File: config.mk
export PLATFORM = sky130hd
export DESIGN_NAME = sha256_main_ctrl
export DESIGN_NICKNAME = d
export VERILOG_FILES = /design/src/rtl/sha256_pkg.sv /design/src/rtl/sha256_main_ctrl.sv
export SDC_FILE = /design/constraint.sdc
export NUM_CORES = 1
export LEC_CHECK = 0
export ABC_AREA = 1
export ABC_CLOCK_PERIOD_IN_PS = 3100
export CAP_MARGIN = 5
export CORE_MARGIN = 3
export CORE_UTILIZATION = 31
export CTS_CLUSTER_SIZE = 16
export DETAILED_ROUTE_END_ITERATION = 12
export PLACE_DENSITY_LB_ADDON = 0.12
export SYNTH_ARGS = -nofsm -noshare
export SYNTH_HDL_FRONTEND = slang
export SYNTH_SLANG_ARGS = --single-unit
File: constraint.sdc
create_clock -name clk -period 3.1 [get_ports clk]
set_clock_uncertainty 0.1 [all_clocks]
set_input_delay 0.465 -clock clk [delete_from_list [all_inputs] [get_ports clk]]
set_output_delay 0.465 -clock clk [all_outputs]
set_load 0.02 [all_outputs]
File: src/rtl/sha256_pkg.sv
// sha256_pkg: shared state encoding and round/load constants for the SHA-256 controller
package sha256_pkg;
  localparam int P_WIDTH = 32;
  localparam int P_LOAD_WORDS = 16;
  localparam int P_ROUNDS = 64;
  localparam logic [5:0] LAST_LOAD = 6'(P_LOAD_WORDS - 1);
  localparam logic [5:0] LAST_ROUND = 6'(P_ROUNDS - 1);
  typedef enum logic [1:0] {IDLE, LOAD, EXPAND, FINAL} state_t;
endpackage

File: src/rtl/sha256_main_ctrl.sv
// sha256_main_ctrl: SHA-256 round sequencer: 16-word block load, 64 rounds, hash init/update/digest strobes.
// Optional SHA256_CTRL_HOLD_EN adds a hold input that freezes LOAD/EXPAND progress.
module sha256_main_ctrl
  import sha256_pkg::*;
(
  input  logic               clk,
  input  logic               reset_n,
  input  logic               init,
  input  logic               next,
`ifdef SHA256_CTRL_HOLD_EN
  input  logic               hold,
`endif
  input  logic               msg_vld,
  input  logic [P_WIDTH-1:0] msg_data,
  output logic               msg_rdy,
  output logic               w_vld,
  output logic [P_WIDTH-1:0] w_data,
  output logic [5:0]         w_cnt,
  output logic [5:0]         k_addr,
  output logic               h_init,
  output logic               h_upd,
  output logic               digest_vld,
  output logic               busy
);
  state_t state;
  logic hold_i;
`ifdef SHA256_CTRL_HOLD_EN
  assign hold_i = hold;
`else
  assign hold_i = 1'b0;
`endif
  assign msg_rdy = (state == LOAD) & ~hold_i;
  assign w_vld = ((state == LOAD) & msg_vld | (state == EXPAND)) & ~hold_i;
  assign w_data = msg_data;
  assign k_addr = w_cnt;
  assign busy = state != IDLE;
  // w_cnt wraps 63 -> 0 on its own, so every block starts at round 0
  always_ff @(posedge clk or negedge reset_n)
    if (!reset_n) begin
      state <= IDLE;
      w_cnt <= '0;
      h_init <= 1'b0;
      h_upd <= 1'b0;
      digest_vld <= 1'b0;
    end else begin
      h_init <= (state == IDLE) & init;
      h_upd <= (state == EXPAND) & w_vld & (w_cnt == LAST_ROUND);
      digest_vld <= state == FINAL;
      w_cnt <= w_vld ? w_cnt + 6'd1 : w_cnt;
      unique case (state)
        IDLE:    state <= (init | next) ? LOAD : IDLE;
        LOAD:    state <= (w_vld && w_cnt == LAST_LOAD) ? EXPAND : LOAD;
        EXPAND:  state <= (w_vld && w_cnt == LAST_ROUND) ? FINAL : EXPAND;
        default: state <= IDLE;
      endcase
    end
endmodule

# Yosys cells after proc, flatten, opt, wreduce, memory -nomap -nowiden
# Cells that the tools add are included.
# totals
register_bits,11
latch_bits,0
ramBits,0
romBits,0
inputBits,37
out_inout_bits,50
wordCells,25
n_memories,0
# op_classes
add_sub_neg,1
mul,0
n_div,0
magnitude_cmp,0
n_eq_ne,5
n_shift,0
n_mux,4
n_bitwise,6
n_reduce_logical,4
# op_table
operator,count
$add 6x1->6 const B,1
$eq 6x4->1 const B,1
$eq 6x6->1 const B,1
$pmux 2 s3,1
$and 1x1->1,4
$eq 2x2->1 const B,2
$eq 2x1->1 const B,1
$logic_and 1x1->1,2
$logic_not 2->1,1
$mux 1,2
$mux 2,1
$or 1x1->1,2
$reduce_bool 2->1,1

# Logic depth before layout (Yosys ltp)
# depth
depth_word,6
ltp_mapped,6

# Worst setup path before layout
# Ideal clock, no wire load.
# synth_path
path_kind,flip-flop to flip-flop
start,"register w_cnt[0], in the netlist k_addr[0]"
end,register state[0]
arrival_ns,1.155
slack_ns,1.717
path_stages_with_launch,7
path_buffers,0
path_cell_list,dfrtp_1 ha_1 nand3_1 nor2_2 nand2_2 nand2_2 nand3_2
# synth_via
elab_chain_len,4
# synth_rtl
element,line,source
from (decl),sha256_main_ctrl.sv:18,"output logic [5:0] w_cnt,"
from (signal assigned),sha256_main_ctrl.sv:49,w_cnt <= w_vld ? w_cnt + 6'd1 : w_cnt;
$eq 6x6->1 or $eq 6x4->1 (tied branches),"sha256_main_ctrl.sv:53, sha256_main_ctrl.sv:52",
"$logic_and 1x1->1, on equally long branches","sha256_main_ctrl.sv:53, sha256_main_ctrl.sv:52",
$mux 1 or $mux 2 (tied branches),"sha256_main_ctrl.sv:53, sha256_main_ctrl.sv:52",
$pmux 2 s3 *,sha256_main_ctrl.sv:50,unique case (state)
to (signal assigned),sha256_main_ctrl.sv:51,IDLE: state <= (init | next) ? LOAD : IDLE;
to (signal assigned),sha256_main_ctrl.sv:52,LOAD: state <= (w_vld && w_cnt == LAST_LOAD) ? EXPAND : LOAD;
to (signal assigned),sha256_main_ctrl.sv:53,EXPAND: state <= (w_vld && w_cnt == LAST_ROUND) ? FINAL : EXPAND;
to (decl),sha256_main_ctrl.sv:25,state_t state;
# Every way passes the cells marked *; elsewhere a longest branch is shown, timed or not.
# A chain may end at the register's enable or synchronous reset.

# Worst setup path after layout
# layout_path
start,input msg_vld
end,output w_vld
# layout_via
elab_chain_len,2
# layout_rtl
element,line,source
from (decl),sha256_main_ctrl.sv:13,"input logic msg_vld,"
$and 1x1->1,sha256_main_ctrl.sv:33,assign w_vld = ((state == LOAD) & msg_vld | (state == EXPAND)) & ~hold_i;
$or 1x1->1,sha256_main_ctrl.sv:33,
to (decl),sha256_main_ctrl.sv:16,"output logic w_vld,"
# No other way between the ends.

==> run_results.csv <==
group,metric,value,unit
outcome,outcome,"finished, final reports clean",
finish,regArea,275,um2
yosys,synth_nets,141,
die,initial_utilization,33.4,%
sta,period_share,76.6,%
die,dieArea,3380,um2
placed_design,hpwl,1.07,mm
worst_setup_path,crit_path_max_fanout,9,
sta,min_period,2.38,ns
yosys,synth_cell_types,18,
pwr,pwr-share-clk,13.4,%
grt,track_usage,9.46,%
finish,final_cells,121,
die,fp.dieH,58.1,um
die,rows,18,
clocking,cts.repair.resized,0,
pwr,ir_drop,0.349,mV
worst_setup_path,worstSetupPathType,"primary input to primary output",
sta,slew_violations,0,
clocking,cts_tree,"built",
clocking,cts_buffers,3,
yosys,ys_warn_count,0,
worst_setup_path,cp-end-kind,"primary output",
worst_setup_path,startpoint_type,"primary input",
placed_design,dpl.cell_count,117,
yosys,synth-compound-area-share,3.27,%
finish,synthToLayoutAreaGrowth,0,%
sta,final_hold_viol_count,0,
route,num_vias,539,
pwr,pwr-share-seq,32.1,%
clocking,ctsHoldBuffers,0,
sta,tightest_slew,0.510,ns
die,die_w,58.1,um
hold_path,worstHoldPathType,"primary input to async pin",
route,ant_nets,0,
clocking,clk_latency,0.27,ns
grt,grt_pass1_wl,2.39,mm
sta,max_freq,421,MHz
yosys,synth_top_area_share,33.9,%
route,first_pass_iters,3,
placed_design,io_buffers,22,
pwr,p_int,420,uW
clocking,postCtsSetupBuffers,0,
sta,rsz0062_at_grt,"no",
pwr,p_switching,321,uW
pwr,leakagePower,0.424,nW
route,drc,0,
yosys,synth_top_family_by_area,"buffers and inverters",
yosys,yosys-top-cells-count,"38 x buf_4, 16 x nand2_1, 11 x dfrtp_1, 10 x inv_1",
yosys,synthAdderAreaFrac,1.49,%
finish,fin_nets,130,
yosys,async_reset_ff_share,100,%
sta,final-setup-viol-count,0,
yosys,synth_xor_area_share,3.12,%
yosys,synth-seq-cells,11,
finish,layout-drive-gt1-share,18.7,%
finish,final_util,33.4,%
yosys,dominantRegCellSynth,"dfrtp_1",
flow_run,maxCapViolCount,0,
grt,grt_pass1_vias,522,
grt,grt_max_degree,12,
route,vias_per_cell,4.45,
finish,nFillCells,276,
grt,antenna_found_initial,0,
pwr,total_power,742,uW
placed_design,gp_congestion,0.709,
yosys,syn_inst,103,
worst_setup_path,worstPathRequired,2.53,ns
worst_setup_path,arrival,1.81,ns
sta,setup_tns,0,ns
yosys,synth_edf_count,0,
yosys,yosys.area_share.simple,19.5,%
yosys,synth_top_area_cell,"buf_4",
die,core,2520,um2
die,io_pins,87,
clocking,clock_sinks,11,
route,initialDrtViolationCount,5,
clocking,root_buffer,"clkbuf_4",
route,wl_per_cell,11.1,um
yosys,yosys-top-cells-area,"buf_4 34%, dfrtp_1 33%, nand2_1 7.1%",
pwr,swShare,43.3,%
route,wirelength,1.35,mm
pwr,power_per_cell_area,881,nW/um2
clocking,clk_pin_slew,0.08,ns
yosys,synth_area,842,um2
finish,diodes,0,
yosys,synth_area_per_cell,8.18,um2
sta,relSlewSlack,65.9,%
finish,multi_input_area,230,um2
pwr,power_frac_comb,54.5,%
grt,grt_overflow_total,0,
yosys,synth_seq_area_share,32.7,%
clocking,htree_num_levels,1,
yosys,muxShareOfSynthArea,0,%
yosys,yosysMostFrequentCell,"buf_4",
clocking,clockBufferDepth,2,
==> routing by layer <==
| layer | GRT usage [%] | vias up | part of all wire [%] |
|---|---|---|---|
| li1 | - | 252 | - |
| met1 | 9.55 | 250 | 38 |
| met2 | 14.5 | 33 | 46 |
| met3 | 8.02 | 4 | 16 |
| met4 | 2.98 | 0 | 0.59 |
| met5 | 0 | - | 0 |
==> logic make-up after synthesis <==
| family | Yosys count |
|---|---|
| DFF | 11 |
| buffers and inverters | 51 |
| and+or+nand+nor | 33 |
| AOI/OAI and AO/OA | 4 |
| adders and majority gates | 1 |
| xor gates and xnor gates | 3 |
==> area by class of cell <==
type,count,share of cell area (%)
clock inverter,1,0.594
tap,30,4.46
inverter,13,6.09
sequential,11,32.7
clock buffer,3,2.67
timing repair buffer,22,26.2
multi-input combinational,41,27.3
==> worst max-delay path: stages <==
cell             delay (ns)
clkdlybuf4s50_1        0.49
nand3_2                0.10
nand2_4                0.14
clkdlybuf4s50_1        0.62
==> placed cells by master (no fill, tap or decap), types with 2 or more instances in the layout <==
| cell | netlist | final |
|---|---|---|
| clkdlybuf4s50_1 | 0 | 22 |
| dfrtp_1 | 11 | 11 |
| nand3_2 | 2 | 2 |
| inv_1 | 10 | 10 |
| o21ai_0 | 2 | 2 |
| nand2_2 | 4 | 4 |
| nor2_1 | 4 | 4 |
| nand2_1 | 16 | 16 |
| inv_2 | 2 | 2 |
| o21ai_2 | 2 | 2 |
| xor2_1 | 2 | 2 |
| nand3_1 | 4 | 4 |
| clkbuf_4 | 0 | 3 |
==> per-stage QoR <==
step | hold WS, ns | cell area [um2] | worst slack [ns]
6_report | 0.427 | 842 | 0.725
4_1_cts | 0.448 | 842 | 0.714
3_3_place_gp | 0.428 | 815 | 0.725
3_5_place_dp | 0.442 | 815 | 0.713
2_1_floorplan | 0.0694 | 842 | 1.72
5_1_grt | 0.456 | 842 | 0.680
==> path summary, 6_finish.rpt <==
path	start	to	slack, ns	depth (start not counted)
max in group asynchronous	reset_n	k_addr[4]	2.13	1
min	reset_n	k_addr[1]	0.43	1
min in group clk	k_addr[5]	k_addr[5]	0.45	2
min reg2reg	k_addr[5]	k_addr[5]	0.45	2
max	msg_vld	w_vld	0.72	4
max reg2reg	k_addr[0]	state[0]	1.73	6
==> registers in the layout, indices dropped and copies added, names as in the netlist <==
| register | count |
|---|---|
| h_upd | 1 |
| k_addr | 6 |
| h_init | 1 |
| digest_vld | 1 |
| state | 2 |
==> power groups by stage <==
| stage | clock network [mW] | registers, mW | logic [mW] |
|---|---|---|---|
| detailed placement | 0 | 0.243 | 0.411 |
| CTS | 0.106 | 0.240 | 0.412 |
| global route | 0.118 | 0.248 | 0.442 |
| finish | 0.0995 | 0.238 | 0.404 |
| global placement | 0 | 0.241 | 0.408 |
| floorplan | 0 | 0.273 | 0.290 |
(Power assumes the default switching activity.)
